File: src/rtl/p_result_rx.sv
// Serial result receiver: rebuilds MSB-first words from the accelerator's P_out
// stream, buffers them in a small FIFO for the host and checks each frame at finish.
module p_result_rx #(
  parameter int WORD_W    = 18,
  parameter int NUM_WORDS = 16,
  parameter int DEPTH     = 4
) (
  input  logic              clk,
  input  logic              rst,
  input  logic              start_in,
  input  logic              p_in,
  input  logic              p_in_valid,
  input  logic              finish,
  output logic [WORD_W-1:0] word_out,
  output logic              word_valid,
  input  logic              word_ready,
  output logic [3:0]        word_idx,
  output logic              frame_done,
  output logic              frame_err,
  output logic              overflow
);

  localparam int AW = $clog2(DEPTH);
  localparam int PW = AW + 1;
  localparam int BW = $clog2(WORD_W);
  localparam logic [BW-1:0] LAST_BIT = BW'(WORD_W - 1);
  localparam logic [4:0]    EXP_CNT  = 5'(NUM_WORDS);

  typedef enum logic [1:0] {S_IDLE, S_RECV, S_CHECK} state_t;

  typedef struct packed {
    logic [3:0]        idx;
    logic [WORD_W-1:0] data;
  } entry_t;

  state_t            r_state;
  state_t            w_state_nxt;
  logic [BW-1:0]     r_bit_cnt;
  logic [4:0]        r_word_cnt;
  logic [WORD_W-2:0] r_shreg;
  logic [PW-1:0]     r_wr_ptr;
  logic [PW-1:0]     r_rd_ptr;
  entry_t            r_mem [DEPTH];
  logic              r_frame_err;
  logic              r_overflow;

  logic w_restart, w_clear_fifo, w_sample, w_check;
  logic w_last, w_full, w_empty, w_pop, w_push, w_drop;

  // NOTE: state and all registers use non-blocking assignments so every flop
  // samples pre-edge values, independent of process ordering.
  always_ff @(posedge clk or negedge rst) begin
    if (!rst) r_state <= S_IDLE;
    else      r_state <= w_state_nxt;
  end

  // NOTE: every signal written in always_comb gets a default first, otherwise
  // an unassigned path infers a latch.
  always_comb begin
    w_state_nxt = r_state;
    case (r_state)
      S_IDLE:  if (start_in) w_state_nxt = S_RECV;
      S_RECV:  if (start_in) w_state_nxt = S_RECV;
               else if (finish) w_state_nxt = S_CHECK;
      S_CHECK: w_state_nxt = S_IDLE;
      default: w_state_nxt = S_IDLE;
    endcase
  end

  always_comb begin
    w_restart    = 1'b0;
    w_clear_fifo = 1'b0;
    w_sample     = 1'b0;
    w_check      = 1'b0;
    frame_done   = 1'b0;
    case (r_state)
      S_IDLE: begin
        w_restart    = start_in;
        w_clear_fifo = start_in;
      end
      S_RECV: begin
        w_restart = start_in;
        w_sample  = !start_in && p_in_valid;
      end
      S_CHECK: begin
        w_check    = 1'b1;
        frame_done = 1'b1;
      end
      default: ;
    endcase
  end

  assign w_last  = w_sample && (r_bit_cnt == LAST_BIT);
  assign w_empty = (r_wr_ptr == r_rd_ptr);
  assign w_full  = (r_wr_ptr[AW] != r_rd_ptr[AW]) &&
                   (r_wr_ptr[AW-1:0] == r_rd_ptr[AW-1:0]);
  assign w_pop   = !w_empty && word_ready;
  // A pop in the same edge frees the slot, so a full FIFO still accepts the word.
  assign w_push  = w_last && (!w_full || w_pop);
  assign w_drop  = w_last && w_full && !w_pop;

  always_ff @(posedge clk or negedge rst) begin
    if (!rst) begin
      r_bit_cnt  <= '0;
      r_word_cnt <= '0;
      r_shreg    <= '0;
    end else if (w_restart) begin
      r_bit_cnt  <= '0;
      r_word_cnt <= '0;
    end else if (w_sample) begin
      r_shreg   <= {r_shreg[WORD_W-3:0], p_in};
      r_bit_cnt <= w_last ? '0 : r_bit_cnt + BW'(1);
      if (w_last && r_word_cnt != '1) r_word_cnt <= r_word_cnt + 5'd1;
    end
  end

  always_ff @(posedge clk or negedge rst) begin
    if (!rst) begin
      r_wr_ptr <= '0;
      r_rd_ptr <= '0;
    end else if (w_clear_fifo) begin
      r_wr_ptr <= '0;
      r_rd_ptr <= '0;
    end else begin
      if (w_push) r_wr_ptr <= r_wr_ptr + PW'(1);
      if (w_pop)  r_rd_ptr <= r_rd_ptr + PW'(1);
    end
  end

  // NOTE: the storage array is not reset; validity comes only from the pointers,
  // and the head is masked to zero while empty.
  always_ff @(posedge clk) begin
    if (w_push) r_mem[r_wr_ptr[AW-1:0]] <= '{idx: r_word_cnt[3:0], data: {r_shreg, p_in}};
  end

  always_ff @(posedge clk or negedge rst) begin
    if (!rst) begin
      r_frame_err <= 1'b0;
      r_overflow  <= 1'b0;
    end else if (w_restart) begin
      r_frame_err <= 1'b0;
      r_overflow  <= 1'b0;
    end else begin
      if (w_check && (r_bit_cnt != '0 || r_word_cnt != EXP_CNT)) r_frame_err <= 1'b1;
      if (w_drop) r_overflow <= 1'b1;
    end
  end

  assign word_valid = !w_empty;
  assign word_out   = w_empty ? '0 : r_mem[r_rd_ptr[AW-1:0]].data;
  assign word_idx   = w_empty ? '0 : r_mem[r_rd_ptr[AW-1:0]].idx;
  assign frame_err  = r_frame_err;
  assign overflow   = r_overflow;

endmodule
File: config.mk
export PLATFORM = sky130hd
export DESIGN_NAME = p_result_rx
export DESIGN_NICKNAME = d
export VERILOG_FILES = /design/src/rtl/p_result_rx.sv
export SDC_FILE = /design/constraint.sdc
export NUM_CORES = 1
export LEC_CHECK = 0
export ABC_AREA = 1
export BUFFER_PORTS_ARGS = -buffer_cell sky130_fd_sc_hd__buf_2
export CAP_MARGIN = 0
export CORE_MARGIN = 8
export CORE_UTILIZATION = 45
export DETAILED_ROUTE_END_ITERATION = 10
export GPL_ROUTABILITY_DRIVEN = 1
export HOLD_SLACK_MARGIN = 0.06
export PLACE_DENSITY = 0.69
export SLEW_MARGIN = 20
export SYNTH_ARGS = -nofsm -noshare
export SYNTH_HDL_FRONTEND = slang
export SYNTH_SLANG_ARGS = --single-unit
File: constraint.sdc
create_clock -name clk -period 7 [get_ports clk]
set_clock_uncertainty 0.1 [all_clocks]
set_input_delay 0.7 -clock clk [delete_from_list [all_inputs] [get_ports clk]]
set_output_delay 0.7 -clock clk [all_outputs]
set_load 0.005 [all_outputs]
==> impl_metrics.prom <==
# TYPE chip_impl_metric gauge
chip_impl_metric{name="final.hold.worst_slack",unit="ns"} 0.291
chip_impl_metric{name="worst_path_largest_cell_delay",unit="ns"} 0.87
chip_impl_metric{name="synth.yosys.warnings",unit=""} 0
chip_impl_metric{name="crit_fanout",unit=""} 27
chip_impl_metric{name="utilization",unit="%"} 54.0
chip_impl_info{name="outcome",value="completed"} 1
chip_impl_metric{name="numCtsBuffers",unit=""} 17
chip_impl_metric{name="synthesis.area_per_instance",unit="um^2"} 10.9
chip_impl_info{name="min_path_type",value="in2async"} 1
chip_impl_info{name="setup_repair_after_global_routing_missed_its_margin",value="false"} 1
chip_impl_info{name="setup.worst_path.start_class",value="register"} 1
chip_impl_metric{name="stdcell_area",unit="mm^2"} 0.00619
chip_impl_metric{name="wirelength",unit="mm"} 11.1
chip_impl_metric{name="place_congestion",unit=""} 0.778
chip_impl_metric{name="arrival",unit="ns"} 2.65
chip_impl_metric{name="detailed_place_hpwl",unit="mm"} 6.78
chip_impl_metric{name="cts_setup_buffers",unit=""} 0
chip_impl_info{name="tritoncts",value="yes"} 1
chip_impl_metric{name="post_synthesis_register_bit_count",unit=""} 125
chip_impl_metric{name="maxSlewHeadroom",unit="%"} 43.7
chip_impl_metric{name="routed-via-count",unit=""} 3553
chip_impl_metric{name="post_drt_via_cell_ratio",unit=""} 5.23
chip_impl_metric{name="r2r_slack",unit="ns"} 4.33
chip_impl_metric{name="synthesis.instances",unit=""} 489
chip_impl_metric{name="critPathRequiredTime",unit="ns"} 6.20
chip_impl_info{name="cpMaxStageDelayCell",value="sky130_fd_sc_hd__dfrtp_1"} 1
chip_impl_metric{name="boundaryPins",unit=""} 33
chip_impl_metric{name="max-clock-path-buffers",unit=""} 2
chip_impl_metric{name="number_of_hold_buffers_added_after_cts",unit=""} 0
chip_impl_metric{name="worstMarginPinSlew",unit="ns"} 0.845
chip_impl_metric{name="post_route_cells_drive_above_1_share",unit="%"} 16.0
chip_impl_metric{name="setup_total_negative_slack",unit="ns"} 0
chip_impl_info{name="cpLargestDelayFamily",value="flip-flops"} 1
chip_impl_metric{name="number_of_h_tree_branching_levels",unit=""} 4
chip_impl_metric{name="design.core.area",unit="mm^2"} 0.0115
chip_impl_metric{name="areaGrowthSynthToFinish",unit="%"} 16.6
chip_impl_metric{name="grt_first_pass_wirelength",unit="mm"} 18.5
chip_impl_metric{name="cap_violations",unit=""} 0
chip_impl_info{name="critPathKind",value="reg2out"} 1
chip_impl_metric{name="syn_nets",unit=""} 507
chip_impl_metric{name="first_global_vias",unit=""} 3623
chip_impl_metric{name="grt_max_degree",unit=""} 49
chip_impl_metric{name="post-route-drc-count",unit=""} 0
chip_impl_info{name="ctsRootBufferMaster",value="sky130_fd_sc_hd__clkbuf_16"} 1
chip_impl_metric{name="finalCritPeriodShare",unit="%"} 49.3
chip_impl_metric{name="fmaxAchievable",unit="MHz"} 290
chip_impl_metric{name="floorplan.initialDensity",unit="%"} 46.3
chip_impl_metric{name="power_density",unit="mW/mm^2"} 317
chip_impl_metric{name="timing_max_transition_violations_final",unit=""} 0
chip_impl_metric{name="port_bufs",unit=""} 32
chip_impl_metric{name="syn_std_cell_area",unit="mm^2"} 0.00531
chip_impl_metric{name="cp.buffers_inverters",unit=""} 3
chip_impl_metric{name="vdd_ir_drop_max",unit="V"} 0.000176
chip_impl_metric{name="overflow",unit=""} 0
chip_impl_metric{name="worst_skew_pair.late_latency",unit="ns"} 0.42
chip_impl_metric{name="cts_resized",unit=""} 0
chip_impl_metric{name="hold_violations",unit=""} 0
chip_impl_metric{name="fin_nets",unit=""} 542
chip_impl_metric{name="die_height",unit="um"} 125
chip_impl_metric{name="detail_route.iter0.violations",unit=""} 306
chip_impl_metric{name="full_die_area",unit="mm^2"} 0.0155
chip_impl_metric{name="placement_rows",unit=""} 39
chip_impl_metric{name="yosysSeqAreaShare",unit="%"} 67.2
chip_impl_metric{name="wire_per_inst",unit="um"} 16.4
chip_impl_metric{name="dieWidth",unit="um"} 125
chip_impl_metric{name="synth_cell_types",unit=""} 24
chip_impl_metric{name="final_antenna_net_count",unit=""} 0
chip_impl_metric{name="firstDrtPassIters",unit=""} 5
chip_impl_metric{name="cts.clk_slew.worst_paths",unit="ns"} 0.05
chip_impl_metric{name="fillerInstances",unit=""} 962
chip_impl_metric{name="grt_antenna_before_repair",unit=""} 0
chip_impl_metric{name="globalRouteTotalUtil",unit="%"} 14.8
chip_impl_metric{name="setup_violations",unit=""} 0
chip_impl_metric{name="antenna_cells",unit=""} 0
chip_impl_metric{name="multi_input_area",unit="mm^2"} 0.00147
chip_impl_info{name="setup.worst_path.end_class",value="output pin"} 1
chip_impl_metric{name="layout.area.seq",unit="mm^2"} 0.00357
chip_impl_info{name="timing.critical_path.mode_cell",value="sky130_fd_sc_hd__nand2_1"} 1
chip_impl_metric{name="p_leak",unit="nW"} 2.73
chip_impl_metric{name="place_area",unit="mm^2"} 0.00559
chip_impl_metric{name="clock_sinks",unit=""} 125
chip_impl_info{name="critical_path.cell_chain",value="inv_2 -> nand2_1 -> nand2_1 -> nor2_4 -> nand2_4 -> nand2_1 -> inv_1 -> buf_2"} 1
chip_impl_metric{name="min_period",unit="ns"} 3.45
==> cells by family after synthesis <==
kind of cell	count (synthesis)	synth area share, %
xor gates and xnor gates	4	0.660
AOI/OAI and AO/OA	81	8.22
buffers and inverters	69	5.42
DFF	125	67.2
adders and majority gates	11	2.59
and+or+nand+nor	199	15.9
==> layout make-up <==
cell class / count / area share (%)
sequential: 125 / 57.7
multi-input combinational: 295 / 23.8
clock buffer: 23 / 8.25
timing repair buffer: 36 / 3.07
inverter: 49 / 3.01
tap: 143 / 2.89
clock inverter: 9 / 1.31
==> power by group <==
group          total, W  internal [W]  switching [W]  leakage [nW]
Sequential     0.000867      0.000829      0.0000373          1.30
Combinational  0.000241     0.0000783       0.000163          1.14
Clock          0.000857      0.000548       0.000309         0.294
Total           0.00196       0.00146       0.000509          2.73
==> synthesized netlist by cell type <==
| cell | instances | area share [%] |
|---|---|---|
| sky130_fd_sc_hd__a21oi_1 | 5 | 0.47 |
| sky130_fd_sc_hd__buf_2 | 6 | 0.57 |
| sky130_fd_sc_hd__buf_4 | 1 | 0.14 |
| sky130_fd_sc_hd__buf_6 | 2 | 0.42 |
| sky130_fd_sc_hd__clkbuf_1 | 11 | 0.78 |
| sky130_fd_sc_hd__dfrtp_1 | 37 | 17 |
| sky130_fd_sc_hd__edfxtp_1 | 88 | 50 |
| sky130_fd_sc_hd__ha_1 | 11 | 2.6 |
| sky130_fd_sc_hd__inv_1 | 45 | 3.2 |
| sky130_fd_sc_hd__inv_2 | 3 | 0.21 |
| sky130_fd_sc_hd__inv_4 | 1 | 0.12 |
| sky130_fd_sc_hd__nand2_1 | 99 | 7.0 |
| sky130_fd_sc_hd__nand2_2 | 6 | 0.71 |
| sky130_fd_sc_hd__nand2_4 | 2 | 0.42 |
| sky130_fd_sc_hd__nand3_1 | 22 | 2.1 |
| sky130_fd_sc_hd__nand4_1 | 7 | 0.82 |
| sky130_fd_sc_hd__nor2_1 | 58 | 4.1 |
| sky130_fd_sc_hd__nor2_2 | 2 | 0.24 |
| sky130_fd_sc_hd__nor2_4 | 2 | 0.42 |
| sky130_fd_sc_hd__nor2b_1 | 1 | 0.12 |
| sky130_fd_sc_hd__o21ai_0 | 52 | 4.9 |
| sky130_fd_sc_hd__o22ai_1 | 23 | 2.7 |
| sky130_fd_sc_hd__o31ai_1 | 1 | 0.14 |
| sky130_fd_sc_hd__xor2_1 | 4 | 0.66 |
==> cells in the final DEF, fill, tap and decap left out, types with 5 or more instances in the layout <==
| master | Yosys | routed |
|---|---|---|
| sky130_fd_sc_hd__nor2_1 | 58 | 54 |
| sky130_fd_sc_hd__inv_1 | 45 | 45 |
| sky130_fd_sc_hd__dfrtp_1 | 37 | 37 |
| sky130_fd_sc_hd__nand3_1 | 22 | 22 |
| sky130_fd_sc_hd__nand2_2 | 6 | 6 |
| sky130_fd_sc_hd__buf_2 | 6 | 32 |
| sky130_fd_sc_hd__o21ai_0 | 52 | 52 |
| sky130_fd_sc_hd__nand2_1 | 99 | 99 |
| sky130_fd_sc_hd__o22ai_1 | 23 | 23 |
| sky130_fd_sc_hd__a21oi_1 | 5 | 5 |
| sky130_fd_sc_hd__edfxtp_1 | 88 | 88 |
| sky130_fd_sc_hd__ha_1 | 11 | 11 |
| sky130_fd_sc_hd__clkbuf_16 | 0 | 19 |
| sky130_fd_sc_hd__nand4_1 | 7 | 7 |
==> flip-flops by register name, indices dropped and copies added (netlist names) <==
signal      flops
frame_err       1
r_bit_cnt       5
overflow        1
r_rd_ptr        3
r_shreg        17
r_word_cnt      5
r_mem          88
r_wr_ptr        3
r_state         2
==> path summary, 6_finish.rpt <==
path                                         start                      to  cells past startpoint
hold / removal                                 rst    overflow$_DFFE_PN0P_                      1
setup / recovery           r_rd_ptr[1]$_DFFE_PN0P_             word_idx[3]                      8
setup reg to reg           r_rd_ptr[1]$_DFFE_PN0P_   r_mem[1][9]$_DFFE_PP_                      7
hold reg to reg              frame_err$_DFFE_PN0P_   frame_err$_DFFE_PN0P_                      2
min in group clk             frame_err$_DFFE_PN0P_   frame_err$_DFFE_PN0P_                      2
max in group asynchronous                      rst  r_shreg[2]$_DFFE_PN0P_                      1
==> layer usage <==
| layer | global-route usage, % | part of all wire, % | vias up |
|---|---|---|---|
| met5 | 0 | 0 | - |
| met4 | 4.54 | 1.3 | 0 |
| met3 | 5.23 | 7.0 | 15 |
| met2 | 24.5 | 49 | 99 |
| met1 | 17.8 | 43 | 1709 |
| li1 | - | - | 1730 |
==> metrics by stage <==
step | std cells | total power [W] | worst slack [ns]
floorplan | 489 | 0.00104 | 4.30
global placement | 648 | 0.00111 | 4.01
detailed placement | 648 | 0.00112 | 3.93
CTS | 680 | 0.00198 | 3.51
global route | 680 | 0.00205 | 3.37
finish | 680 | 0.00196 | 3.55
Note: power is estimated with default switching activity, not from simulation.
